==> config.mk <==
export PLATFORM = sky130hd
export DESIGN_NAME = match_event_monitor_flat
export DESIGN_NICKNAME = d
export VERILOG_FILES = /design/src/rtl/match_event_monitor_if.sv /design/src/rtl/match_event_monitor.sv /design/src/flat_wrapper.sv
export SDC_FILE = /design/constraint.sdc
export NUM_CORES = 1
export LEC_CHECK = 0
export CAP_MARGIN = 5
export CORE_ASPECT_RATIO = 1.4
export CORE_MARGIN = 2
export CORE_UTILIZATION = 45
export CTS_BUF_LIST = sky130_fd_sc_hd__clkbuf_4
export DETAILED_ROUTE_END_ITERATION = 8
export PLACE_DENSITY = 0.72
export SLEW_MARGIN = 20
export SYNTH_ARGS = -nofsm -noshare
export SYNTH_HDL_FRONTEND = slang
export SYNTH_SLANG_ARGS = --single-unit
==> constraint.sdc <==
create_clock -name clk -period 5.7 [get_ports clk]
set_input_delay 0.57 -clock clk [delete_from_list [all_inputs] [get_ports clk]]
set_output_delay 0.57 -clock clk [all_outputs]
set_load 0.01 [all_outputs]
==> src/rtl/match_event_monitor_if.sv <==
// Signal bundle between the equality detector side and the match event monitor.
// CNT_W must match the monitor's CNT_W parameter.
interface match_event_monitor_if #(
   parameter int CNT_W = 8
);
   logic             z;
   logic             ack;
   logic             clr;
   logic [CNT_W-1:0] event_cnt;
   logic [3:0]       win_cnt;
   logic             alarm;
   logic [1:0]       state;

   modport master (output z, ack, clr, input event_cnt, win_cnt, alarm, state);
   modport slave  (input z, ack, clr, output event_cnt, win_cnt, alarm, state);
endinterface

==> src/rtl/match_event_monitor.sv <==
// Counts rising edges of the detector's match pulse and latches an alarm when
// THRESH events land within a WIN-cycle window.
//
// state  | meaning
// IDLE   | no window open, waiting for the first event
// WINDOW | window open, tmr counting down the remaining cycles
// ALARM  | THRESH events seen in one window, alarm held until ack
module match_event_monitor #(
   parameter int CNT_W  = 8,
   parameter int WIN    = 16,
   parameter int THRESH = 3
) (
   input  logic                  clk,
   input  logic                  reset,
   match_event_monitor_if.slave  bus
);
   typedef enum logic [1:0] {
      IDLE   = 2'd0,
      WINDOW = 2'd1,
      ALARM  = 2'd2
   } state_t;

   localparam logic [CNT_W-1:0] CNT_MAX  = '1;
   localparam logic [7:0]       TMR_LOAD = 8'(WIN - 1);
   localparam logic [3:0]       THRESH_V = 4'(THRESH);

   state_t           state_q, state_d;
   logic             z_q;
   logic             evt;
   logic [CNT_W-1:0] event_cnt_q, event_cnt_d;
   logic [3:0]       win_q, win_d, win_inc;
   logic [7:0]       tmr_q, tmr_d;
   logic             alarm_q;

   assign evt     = bus.z & ~z_q;
   assign win_inc = win_q + 4'd1;

   always_comb begin
      state_d     = state_q;
      win_d       = win_q;
      tmr_d       = tmr_q;
      event_cnt_d = event_cnt_q;

      if (evt && (event_cnt_q != CNT_MAX))
         event_cnt_d = event_cnt_q + 1'b1;

      if (bus.clr) begin
         state_d     = IDLE;
         win_d       = '0;
         tmr_d       = '0;
         event_cnt_d = '0;
      end else begin
         case (state_q)
            IDLE: begin
               if (evt) begin
                  win_d = 4'd1;
                  if (THRESH == 1) begin
                     state_d = ALARM;
                  end else begin
                     state_d = WINDOW;
                     tmr_d   = TMR_LOAD;
                  end
               end else begin
                  win_d = '0;
               end
            end
            WINDOW: begin
               // A last-cycle event still gets its chance to reach THRESH.
               if (evt && (win_inc == THRESH_V)) begin
                  win_d   = win_inc;
                  state_d = ALARM;
               end else if (tmr_q == 8'd1) begin
                  win_d   = '0;
                  state_d = IDLE;
               end else begin
                  tmr_d = tmr_q - 8'd1;
                  if (evt)
                     win_d = win_inc;
               end
            end
            ALARM: begin
               if (bus.ack) begin
                  win_d   = '0;
                  state_d = IDLE;
               end
            end
            default: begin
               win_d   = '0;
               state_d = IDLE;
            end
         endcase
      end
   end

   always_ff @(posedge clk or negedge reset) begin
      if (!reset) begin
         state_q     <= IDLE;
         z_q         <= 1'b0;
         event_cnt_q <= '0;
         win_q       <= '0;
         tmr_q       <= '0;
         alarm_q     <= 1'b0;
      end else begin
         state_q     <= state_d;
         z_q         <= bus.z;
         event_cnt_q <= event_cnt_d;
         win_q       <= win_d;
         tmr_q       <= tmr_d;
         alarm_q     <= (state_d == ALARM);
      end
   end

   assign bus.event_cnt = event_cnt_q;
   assign bus.win_cnt   = win_q;
   assign bus.alarm     = alarm_q;
   assign bus.state     = state_q;
endmodule
==> src/flat_wrapper.sv <==
// flat-port wrapper written by rule: the top's interface ports become plain ports
module match_event_monitor_flat 
#(
   parameter int CNT_W  = 8,
   parameter int WIN    = 16,
   parameter int THRESH = 3
)
  (clk, reset, bus_z, bus_ack, bus_clr, bus_event_cnt, bus_win_cnt, bus_alarm, bus_state);
  match_event_monitor_if #(.CNT_W(CNT_W)) bus_i ();
  input  logic clk;
  input  logic reset;
  input wire logic [$bits(bus_i.z)-1:0] bus_z;
  input wire logic [$bits(bus_i.ack)-1:0] bus_ack;
  input wire logic [$bits(bus_i.clr)-1:0] bus_clr;
  output wire logic [$bits(bus_i.event_cnt)-1:0] bus_event_cnt;
  output wire logic [$bits(bus_i.win_cnt)-1:0] bus_win_cnt;
  output wire logic [$bits(bus_i.alarm)-1:0] bus_alarm;
  output wire logic [$bits(bus_i.state)-1:0] bus_state;
  assign bus_i.z = bus_z;
  assign bus_i.ack = bus_ack;
  assign bus_i.clr = bus_clr;
  assign bus_event_cnt = bus_i.event_cnt;
  assign bus_win_cnt = bus_i.win_cnt;
  assign bus_alarm = bus_i.alarm;
  assign bus_state = bus_i.state;
  match_event_monitor #(.CNT_W(CNT_W), .WIN(WIN), .THRESH(THRESH)) u_core (.clk(clk), .reset(reset), .bus(bus_i));
endmodule
---- After elaboration in Yosys (flattened, before gate mapping) ----
Index checks and enable logic that the tools add are counted.
storage, ports and cells
  logic and storage cells ................. 49
  input bits .............................. 5
  register bits after elaboration ......... 24
  output and inout bits ................... 15
  bits in latches ......................... 0
  memory bits (writable) .................. 0
  bits in read-only memories .............. 0
  memories kept ........................... 0
operators by class
  order comparisons ....................... 0
  reduce and logical (&&, ||, !) cells .... 7
  add/subtract/negate cells ............... 3
  multipliers ............................. 0
  bitwise logic cells ..................... 2
  divide/modulo/power cells ............... 0
  equality and inequality tests ........... 11
  shift operators ......................... 0
  mux-type cells .......................... 20
operators by type and width
  cell                   number
  $mux W8                6
  $mux W4                5
  $pmux W8 S2            1
  $pmux W4 S3            1
  $mux W2                5
  $ne A3 B3 Y1 const B   3
  $add A8 B1 Y8 const B  1
  $eq A8 B1 Y1 const B   1
  $ne A8 B8 Y1 const B   1
  $sub A8 B1 Y8 const B  1
  $pmux W2 S3            1
  $ne A5 B2 Y1 const B   1
  $add A4 B1 Y4 const B  1
  $eq A2 B2 Y1 const B   2
  $eq A4 B2 Y1 const B   1
  $reduce_and A4 Y1      1
  $ne A3 B2 Y1 const B   1
  $reduce_bool A3 Y1     1
  $eq A2 B1 Y1 const B   1
  $logic_and A1 B1 Y1    2
  $logic_not A2 Y1       1
  $reduce_and A2 Y1      1
  $reduce_bool A2 Y1     1
  $and A1 B1 Y1          1
  other kinds (2)        2

---- Longest topological paths before layout ----
  depth in word-level cells ............... 7
  depth in mapped cells ................... 7
  gate-level depth less buffers ........... 7

---- Least setup slack after synthesis ----
Ideal clock, no wire load.
  path kind ............................... flip-flop to flip-flop
  start point ............................. register u_core.tmr_q[3]
  end point ............................... register u_core.tmr_q[0]
  slack ................................... 3,542 ps
  cell stages (with the launch flop) ...... 7
  path buffers ............................ 1
  arrival ................................. 2,033 ps
  cell sequence ........................... dfrtp_1 -> or4_4 -> or4b_4 -> buf_6 -> o21ai_4 -> a21oi_4 -> mux2_4
on the way
  word-level cells in the longest chain between the ends .. 3
RTL lines
  what                                line                        source
  start, declared                     match_event_monitor.sv:32   logic [7:0] tmr_q, tmr_d;
  start signal, assigned              match_event_monitor.sv:108  tmr_q <= tmr_d;
  $eq A8 B1 Y1                        match_event_monitor.sv:72   end else if (tmr_q == 8'd1) begin
  $ne A3 B3 Y1 (no source line)       n/a
  $reduce_and A4 Y1 (no source line)  n/a
No other way between the ends.
A chain may end at the register's enable or synchronous reset.

---- Worst setup path in the final report ----
  start point ............................. input port bus_clr
  end point ............................... register u_core.win_q[0] (netlist: u_core.bus.win_cnt[0])
on the way
  word-level cells in the longest chain between the ends .. 2
  elaborated cells between the ends (all ways) .. 4
  classes of those cells .................. eq/ne: 2; mux: 1; reduce/logical: 1
RTL lines
  what                                                           line                        source
  start, declared                                                flat_wrapper.sv:14          input wire logic [$bits(bus_i.clr)-1:0] bus_clr;
  $ne A5 B2 Y1 (no source line) or $ne A3 B3 Y1 (tied branches)  n/a
  $reduce_and A2 Y1 (no source line)                             n/a
  end signal, assigned                                           match_event_monitor.sv:107  win_q <= win_d;
  end, declared                                                  match_event_monitor.sv:31   logic [3:0] win_q, win_d, win_inc;
Several ways; a longest one is shown, not always the timed one.

==> flow_metrics.py <==
metrics = {
    "timing": {
        "period_share": 0.427,
        "period_minus_slack_ns": 2.43,
        "fin_tns_setup_ns": 0,
        "max_freq_ghz": 0.411,
        "rsz0062_at_grt": "false",
        "final_max_slew_viol_count": 0,
        "finalHoldViolations": 0,
        "setup_viol": 0,
        "skew_ns": 0.0119,
        "slew_headroom": 0.586,
        "tightest_slew_ns": 0.619,
    },
    "worst_setup_path": {
        "cp-start-kind": "input pin",
        "cp_max_fo": 18,
        "path_class": "input pin to flip-flop",
        "crit_path_end_kind": "flip-flop",
        "worst_ep_arrival_time_ns": 2.66,
        "worstPathRequired_ns": 5.93,
    },
    "pwr": {
        "total_power_uw": 332,
        "leakage_nw": 0.683,
        "max-vdd-ir-drop_uv": 99.2,
        "powerDensity_mw_per_mm2": 204,
    },
    "floorplanning": {
        "die_w_um": 51.0,
        "fp.dieArea_sq_mm": 0.00356,
        "io_pins": 20,
        "row_count": 23,
        "core_sq_mm": 0.00291,
        "die_h_um": 69.8,
        "start_util": 0.479,
    },
    "final_layout": {
        "layout_common_cells": "dfrtp_1 (24), clkdlybuf4s50_1 (18), nor2_1 (12)",
        "drive_gt1_frac": 0.101,
        "finalCoreUtilization": 0.561,
        "num_antenna_cells": 0,
        "fin_nets": 169,
        "syn_to_final_growth_pct": 17.2,
        "final_common_cell": "dfrtp_1",
    },
    "status": {
        "status": "finished, final reports clean",
    },
    "job": {
        "maxCapViolations": 0,
    },
    "synthesis": {
        "synth-edff-count": 0,
        "syn_area_sq_mm": 0.00139,
        "async_reset_ff_frac": 1.00,
        "yosysSeqAreaShare": 0.432,
        "synthFlopType": "dfrtp_1",
        "syn_nets": 148,
        "syn_inst": 138,
        "ys_ff_latch": 24,
        "synth_warnings": 0,
        "netlist-cell-type-count": 43,
        "avgSynthCellArea_sq_um": 10.1,
    },
    "place": {
        "place_hpwl_um": 2090,
        "port_buffers": 19,
        "place_congestion": 0.901,
    },
    "route": {
        "drt-total-wl_um": 2820,
        "routed-via-count": 1084,
        "vias_per_cell": 5.56,
        "drtIter0Drc": 35,
        "detail-route-antenna-nets": 0,
        "dr.pass1.iters": 4,
        "drcViolationCount": 0,
        "avgRoutedWirePerCell_um": 14.5,
    },
    "clock_tree": {
        "postCtsSetupRepairBufs": 0,
        "htreeDepth": 1,
        "insertion_delay_ns": 0.32,
        "cts_sinks": 24,
        "clkTransAtPathRegs_ns": 0.14,
        "post_cts_resized": 0,
        "cts_made_buffers": 3,
        "clock-root-buffer": "clkbuf_4",
        "cts_hold_buffers": 0,
        "cts_tree": "done",
        "clock_path_buffers": 2,
    },
    "global_routing": {
        "grt_pass1_vias": 1113,
        "grt_max_degree": 25,
        "grt-ovfl-total": 0,
        "grt_usage": 0.183,
        "grt_pass1_wl_um": 5090,
        "antenna_found_initial": 0,
    },
    "min_path": {
        "hold_class": "input pin to asynchronous set/reset pin",
    },
}
worst paths after layout:
path | from | end | slack, ns | depth (start not counted)
max | bus_clr | u_core.bus.win_cnt[0] | 3.27 | 5
min | reset | u_core.tmr_q[4] | 0.21 | 1
max reg2reg | u_core.tmr_q[3] | u_core.tmr_q[0] | 3.47 | 5
min reg2reg | u_core.tmr_q[7] | u_core.tmr_q[7] | 0.56 | 2
max in group asynchronous | reset | u_core.tmr_q[3] | 5.12 | 1
min in group clk | u_core.tmr_q[7] | u_core.tmr_q[7] | 0.56 | 2
report_power, final:
group / internal [mW] / leakage [nW] / switching [mW]
logic: 0.0295 / 0.345 / 0.0370
clock network: 0.0257 / 0.0154 / 0.0525
registers: 0.178 / 0.323 / 0.00895
state kept, by name, indices dropped and copies added, names as in the netlist:
name and count:
u_core.tmr_q 8, u_core.bus.win_cnt 4, u_core.bus.event_cnt 8, u_core.bus.alarm 1
u_core.z_q 1, u_core.bus.state 2
worst max-delay path: stages:
cell and delay, ns:
clkdlybuf4s50_1 0.72, or4b_2 0.88, nand3_1 0.12, o21ai_1 0.08
a221o_1 0.29
cell type report:
cell class | instances | area (sq um)
Multi-Input combinational cell | 102 | 738
Fill cell | 263 | 1280
Clock inverter | 1 | 3.75
Inverter | 9 | 33.8
Timing Repair Buffer | 19 | 185
Tap cell | 37 | 46.3
Sequential cell | 24 | 601
Clock buffer | 3 | 22.5
routing by layer:
layer | GRT usage | wire length (um) | vias up
met5 | 0 | 0 | -
met4 | 0.0991 | 57 | 0
met3 | 0.0194 | 60 | 7
met2 | 0.297 | 1430 | 23
met1 | 0.232 | 1280 | 515
li1 | - | - | 539
synth_stat cells (all sizes together), types with 2 or more instances:
library cell  count  area (sq um)
a211oi            5          37.5
a21oi             5          36.3
a221o             2          20.0
a22o              3          26.3
and4              2          17.5
clkbuf            2          7.51
dfrtp            24           601
ha                5          62.6
inv               9          33.8
mux2              2          30.0
mux2i             5          50.1
nand2            11          43.8
nand2b            6          37.5
nand3             5          25.0
nor2             13          51.3
nor2b             3          18.8
nor4              2          12.5
o21ai             8          55.1
or4               3          26.3
or4b              2          23.8
xnor2             6          52.6
xor2              2          17.5
metrics by stage:
| step | instances | hold WS [ns] | setup WS, ns | cell area (sq um) |
|---|---|---|---|---|
| finish | 195 | 0.212 | 3.27 | 1630 |
| global route | 195 | 0.234 | 3.15 | 1630 |
| CTS | 195 | 0.561 | 3.28 | 1640 |
| detailed placement | 191 | 0.534 | 2.92 | 1610 |
| global placement | 191 | 0.531 | 2.94 | 1610 |
| floorplan | 138 | 0.274 | 3.54 | 1390 |
logic make-up (layout without fill, tap and decap cells):
kind of cell | Yosys count | in the layout | synth area share
compound gates | 31 | 31 | 0.175
fa+ha+maj | 5 | 5 | 0.0450
flops | 24 | 24 | 0.432
xor+xnor | 8 | 8 | 0.0504
simple gates | 51 | 51 | 0.202
mux | 7 | 7 | 0.0576
buf+inv | 12 | 32 | 0.0378
Note: power is estimated with default switching activity, not from simulation.
